===== src/rtl/serial_adder_pkg.sv =====
// Shared definitions for the bit-serial adder/subtractor: FSM encoding and counter sizing.
package serial_adder_pkg;

  typedef enum logic [1:0] {
    IDLE = 2'd0,
    RUN  = 2'd1,
    DONE = 2'd2
  } state_t;

  // Bit-counter width; a 1-bit operand still needs a 1-bit counter.
  function automatic int cnt_width(input int w);
    int v;
    v = $clog2(w);
    return (v < 1) ? 1 : v;
  endfunction

endpackage


===== src/rtl/full_adder_cell.sv =====
// One-bit full adder used as the per-bit datapath of serial_adder.
module full_adder_cell (
  input  logic a,
  input  logic b,
  input  logic cin,
  output logic s,
  output logic cout
);

  logic hs1, hc1, hc2;

  // Two half-adder stages: a+b, then the partial sum + cin.
  assign hs1  = a ^ b;
  assign hc1  = a & b;
  assign s    = hs1 ^ cin;
  assign hc2  = hs1 & cin;
  assign cout = hc1 | hc2;

endmodule


===== src/rtl/serial_adder.sv =====
// Bit-serial add/subtract, LSB first, one bit per clock, valid/ready on both sides.
//   state | meaning
//   IDLE  | waiting for operands, in_ready=1
//   RUN   | processing bit cnt each cycle
//   DONE  | result held, out_valid=1 until out_ready
module serial_adder
  import serial_adder_pkg::*;
#(
  parameter int WIDTH = 8
) (
  input  logic             clk,
  input  logic             rst_n,
  input  logic             in_valid,
  output logic             in_ready,
  input  logic [WIDTH-1:0] a,
  input  logic [WIDTH-1:0] b,
  input  logic             sub,
  output logic             out_valid,
  input  logic             out_ready,
  output logic [WIDTH-1:0] sum,
  output logic             carry_out,
  output logic             overflow
);

  localparam int            CW   = cnt_width(WIDTH);
  localparam logic [CW-1:0] LAST = CW'(WIDTH - 1);

  state_t           state, state_nxt;
  logic [CW-1:0]    cnt;
  logic             carry_q;
  logic [WIDTH-1:0] a_q, b_q, res_q, res_nxt;
  logic             a_bit, b_bit, fa_s, fa_cout;
  logic             accept;

  assign in_ready  = (state == IDLE);
  assign out_valid = (state == DONE);
  assign accept    = in_valid & in_ready;

  // Compare-based bit select keeps the index width independent of WIDTH.
  always_comb begin
    a_bit = 1'b0;
    b_bit = 1'b0;
    for (int i = 0; i < WIDTH; i++) begin
      if (cnt == CW'(i)) begin
        a_bit = a_q[i];
        b_bit = b_q[i];
      end
    end
  end

  always_comb begin
    res_nxt = res_q;
    for (int i = 0; i < WIDTH; i++) begin
      if (cnt == CW'(i)) res_nxt[i] = fa_s;
    end
  end

  full_adder_cell u_fa (
    .a    (a_bit),
    .b    (b_bit),
    .cin  (carry_q),
    .s    (fa_s),
    .cout (fa_cout)
  );

  always_ff @(posedge clk or negedge rst_n) begin
    if (!rst_n) state <= IDLE;
    else        state <= state_nxt;
  end

  always_comb begin
    state_nxt = state;
    case (state)
      IDLE:    if (accept) state_nxt = RUN;
      RUN:     if (cnt == LAST) state_nxt = DONE;
      DONE:    if (out_ready) state_nxt = IDLE;
      default: state_nxt = IDLE;
    endcase
  end

  always_ff @(posedge clk or negedge rst_n) begin
    if (!rst_n) begin
      cnt       <= '0;
      carry_q   <= 1'b0;
      a_q       <= '0;
      b_q       <= '0;
      res_q     <= '0;
      sum       <= '0;
      carry_out <= 1'b0;
      overflow  <= 1'b0;
    end else if (accept) begin
      a_q     <= a;
      b_q     <= sub ? ~b : b;
      carry_q <= sub;
      cnt     <= '0;
    end else if (state == RUN) begin
      cnt     <= cnt + CW'(1);
      carry_q <= fa_cout;
      res_q   <= res_nxt;
      // Outputs only move at the MSB step so they stay stable outside DONE.
      if (cnt == LAST) begin
        sum       <= res_nxt;
        carry_out <= fa_cout;
        overflow  <= carry_q ^ fa_cout;
      end
    end
  end

endmodule


===== config.mk =====
export PLATFORM = sky130hd
export DESIGN_NAME = serial_adder
export DESIGN_NICKNAME = d
export VERILOG_FILES = /design/src/rtl/serial_adder_pkg.sv /design/src/rtl/full_adder_cell.sv /design/src/rtl/serial_adder.sv
export SDC_FILE = /design/constraint.sdc
export NUM_CORES = 1
export LEC_CHECK = 0
export ABC_AREA = 1
export BUFFER_PORTS_ARGS = -buffer_cell sky130_fd_sc_hd__buf_2
export CAP_MARGIN = 20
export CORE_ASPECT_RATIO = 0.5
export CORE_MARGIN = 4
export CORE_UTILIZATION = 45
export CTS_CLUSTER_SIZE = 30
export DETAILED_ROUTE_END_ITERATION = 7
export PLACE_DENSITY_LB_ADDON = 0.12
export SLEW_MARGIN = 20
export SYNTH_ARGS = -nofsm -noshare
export SYNTH_HDL_FRONTEND = slang
export SYNTH_HIERARCHICAL = 1
export SYNTH_SLANG_ARGS = --single-unit

===== constraint.sdc =====
create_clock -name clk -period 5.93 [get_ports clk]
set_input_delay 0.8895 -clock clk [delete_from_list [all_inputs] [get_ports clk]]
set_output_delay 0.8895 -clock clk [all_outputs]
set_load 0.05 [all_outputs]

==> impl_results.md <==
- Outcome: finished, final reports clean
- Setup-failing EPs final: 0
- Wire per inst: 12.1 um
- Vias in the first global route: 1486
- Clock Tree Root: clkbuf_8
- R2r setup slk: 3.25 ns
- Worst Setup EP: res_q[6]
- Part of the Yosys area used for sequential elements: 49.5%
- Setup Skew: 0.00666 ns
- CTS sink count: 39
- Register-to-Register Path Depth: 18
- Post-synth ARST share: 100%
- Crit path launch: cnt[0]
- Yosys reg bits: 39
- Cell variety after synth: 22
- Hold Buf Count CTS: 0
- Crit path kind: flip-flop to flip-flop
- Worst Hold Class: flip-flop to flip-flop
- Multi-input gate area: 853 um^2
- DRT Pass-1 Iters: 4
- Clock share of power: 12.5%
- PostCTS Resize Cnt: 0
- Cell repeated most along the worst path: nand2_1
- Top cells by count, synth: nand2_1 (103), dfrtp_1 (39), o21ai_0 (25)
- DR WL met2: 1.63 mm
- Int Power: 0.669 mW
- Pin slew with the least headroom to its limit: 0.866 ns
- Metal-1 WL: 2.09 mm
- P&R area growth vs syn: 13.4%
- Fillers: 412
- Power Total: 1.31 mW
- Critical Path, Cell by Cell: inv_1 > ha_1 > inv_1 > nor2_1 > nand2_1 > nand2_1 > inv_1 > nand2_1 > nand2_1 > nand2_1 > nand2_1 > nand2_1 > nand2_1 > fa_1 > inv_1 > o21ai_0 > nand2_1 > nand2_1
- TritonCTS clock tree: built
- Hold Vio Cnt, Final: 0
- Initial antenna violation count: 0
- Register area: 976 um^2
- Cell with the most instances after synthesis: nand2_1
- # IOs: 33
- DRT antenna net count: 0
- Nets: 307
- Initial drt markers: 66
- Vias per cell: 4.75
- Required time of the worst setup path: 6.15 ns
- Share of layout cells above drive strength 1: 16.2%
- Dominant cell type by area after synthesis: dfrtp_1
- Worst-path clk slew: 0.07 ns
- Antenna diode instance count: 0
- H-tree levels: 2
- Rows: 16
- FF-to-FF Start: cnt[0]
- Worst-path fanout max: 6
- CORE AREA: 4060 um^2
- Top Layer Used: met4
- Vias: 1576
- TritonCTS Buffers: 5
- Drc violations: 0
- GRT overflow: 0
- Leakage power: 1.21 nW
- Pwr Density: 587 nW/um^2
- Arrival time worst endpoint: 2.90 ns
- Initial core utilization: 48.5%
- Clk Latency, worst-skew pair: 0.29 ns
- Yosys warns: 6
- Fin crit share: 45.1%
- Routability cong.: 0.801
- Post-Synthesis Cells: 246
- Total GRT Usage: 16.2%
- Startpoint Class: flip-flop
- Die Wd: 102 um
- Worst VDD drop: 0.000179 V
- Port Buf Inserts: 32
- Max-slew violations: 0
- FMAX: 374 MHz
- Synth Area per Inst: 8.02 um^2
- Slowest CP cell: fa_1
- Worst hold slack: 0.466 ns
- Post-synth EDFFs: 0
- Setup tns final: 0 ns
- Pin count of the biggest net entering global routing: 40
- Sw Share: 49.0%
- Register share of total power: 34.9%
- Detailed placement HPWL: 2.98 mm
- First-pass GRT wire length: 6.84 mm
- Sw Pwr: 0.643 mW
- Metal3 WL: 264 um
- Syn Nets: 274
- Synthesized cell area: 1970 um^2
- Post-layout util: 55.0%
- Postcts setup bufs: 0
- Max_slew headroom: 42.3%
- Longest Clk Path Bufs: 2
- Die Ht: 54.8 um
- Drt total wl: 4.01 mm
- RSZ-0062 raised after global routing: false
- Die footprint: 5570 um^2
- Primary FF master, synth: dfrtp_1
- Largest cells by area after synthesis: dfrtp_1 (49%), nand2_1 (20%), o21ai_0 (6.3%)
- Min Clock Period, post-route: 2.68 ns
- Worst path max stage delay: 0.59 ns
- Combinational power share: 52.6%
- Post-synth top area share: 49.5%
- # Max-Cap Violations: 0
- RR Endpoint: res_q[6]
- Crit. End Element: flip-flop
## area by class of cell
type | instances | area share (%)
repair buffers | 32 | 7.16
inverters | 27 | 4.76
flip-flops and latches | 39 | 43.6
well taps | 54 | 3.02
clock buffers | 6 | 3.25
multi-input cells | 174 | 38.2
## layout by cell type, fill, tap and decap left out
master,Yosys,routed
nand2_1,103,103
dfrtp_1,39,39
buf_2,5,32
o21ai_0,25,25
inv_1,24,24
nor2_1,15,15
xnor2_1,9,9
ha_1,6,6
nand3_1,5,5
clkbuf_8,0,5
inv_4,2,2
o21ai_2,2,2
nand2_2,1,1
inv_2,1,1
nor2_4,1,1
a21oi_1,1,1
nor2_8,1,1
o21ai_1,1,1
o31ai_1,1,1
o22ai_1,1,1
o211ai_1,1,1
clkbuf_1,0,1
fa_1,1,1
## metal layers
layer | vias up | track usage, %
li1 | 815 | -
met1 | 718 | 22.3
met2 | 37 | 26.0
met3 | 6 | 4.71
met4 | 0 | 3.31
met5 | - | 0
## per-stage QoR
| step | std cells | worst slack (ns) | instance area, um^2 |
|---|---|---|---|
| after floorplan | 246 | 3.61 | 1970 |
| after global placement | 326 | 3.35 | 2160 |
| after detailed placement | 326 | 3.26 | 2160 |
| after CTS | 332 | 3.23 | 2240 |
| after global routing | 332 | 2.95 | 2240 |
| final | 332 | 3.25 | 2240 |
## registers in the layout (all words and copies together) (netlist names)
register,count
a_q,8
sum,8
cnt,3
res_q,7
carry_out,1
overflow,1
b_q,8
carry_q,1
state,2
## worst min path at each step
stage	start	endpoint	cells past startpoint
6_report	sum[6]	sum[6]	2
5_1_grt	sum[6]	sum[6]	2
4_1_cts	sum[6]	sum[6]	2
3_5_place_dp	sum[6]	sum[6]	2
3_3_place_gp	sum[6]	sum[6]	2
2_1_floorplan	res_q[0]	res_q[0]	2
## worst max-delay path: cells and delay by family, from the launching register on
kind,cells,cell delay [ns]
AO/OA/AOI/OAI,1,0.27
buffers and inverters,4,0.32
flip-flops,1,0.41
AND/OR/NAND/NOR,11,0.84
adder cells (fa/ha/maj),2,0.78
## power by group through the flow
stage	Sequential [mW]	Clock [mW]	Combinational, mW
final	0.458	0.164	0.690
after CTS	0.458	0.169	0.696
after floorplan	0.548	0	0.439
after global routing	0.474	0.178	0.785
after detailed placement	0.461	0	0.696
after global placement	0.455	0	0.674
## kinds of logic after synthesis
family                   synth area share (%)
AO/OA/AOI/OAI                            8.82
XOR/XNOR                                 4.00
adder cells (fa/ha/maj)                  4.82
buffers and inverters                    7.23
flip-flops                               49.5
AND/OR/NAND/NOR                          25.6
Power figures use the tool's default switching activity.
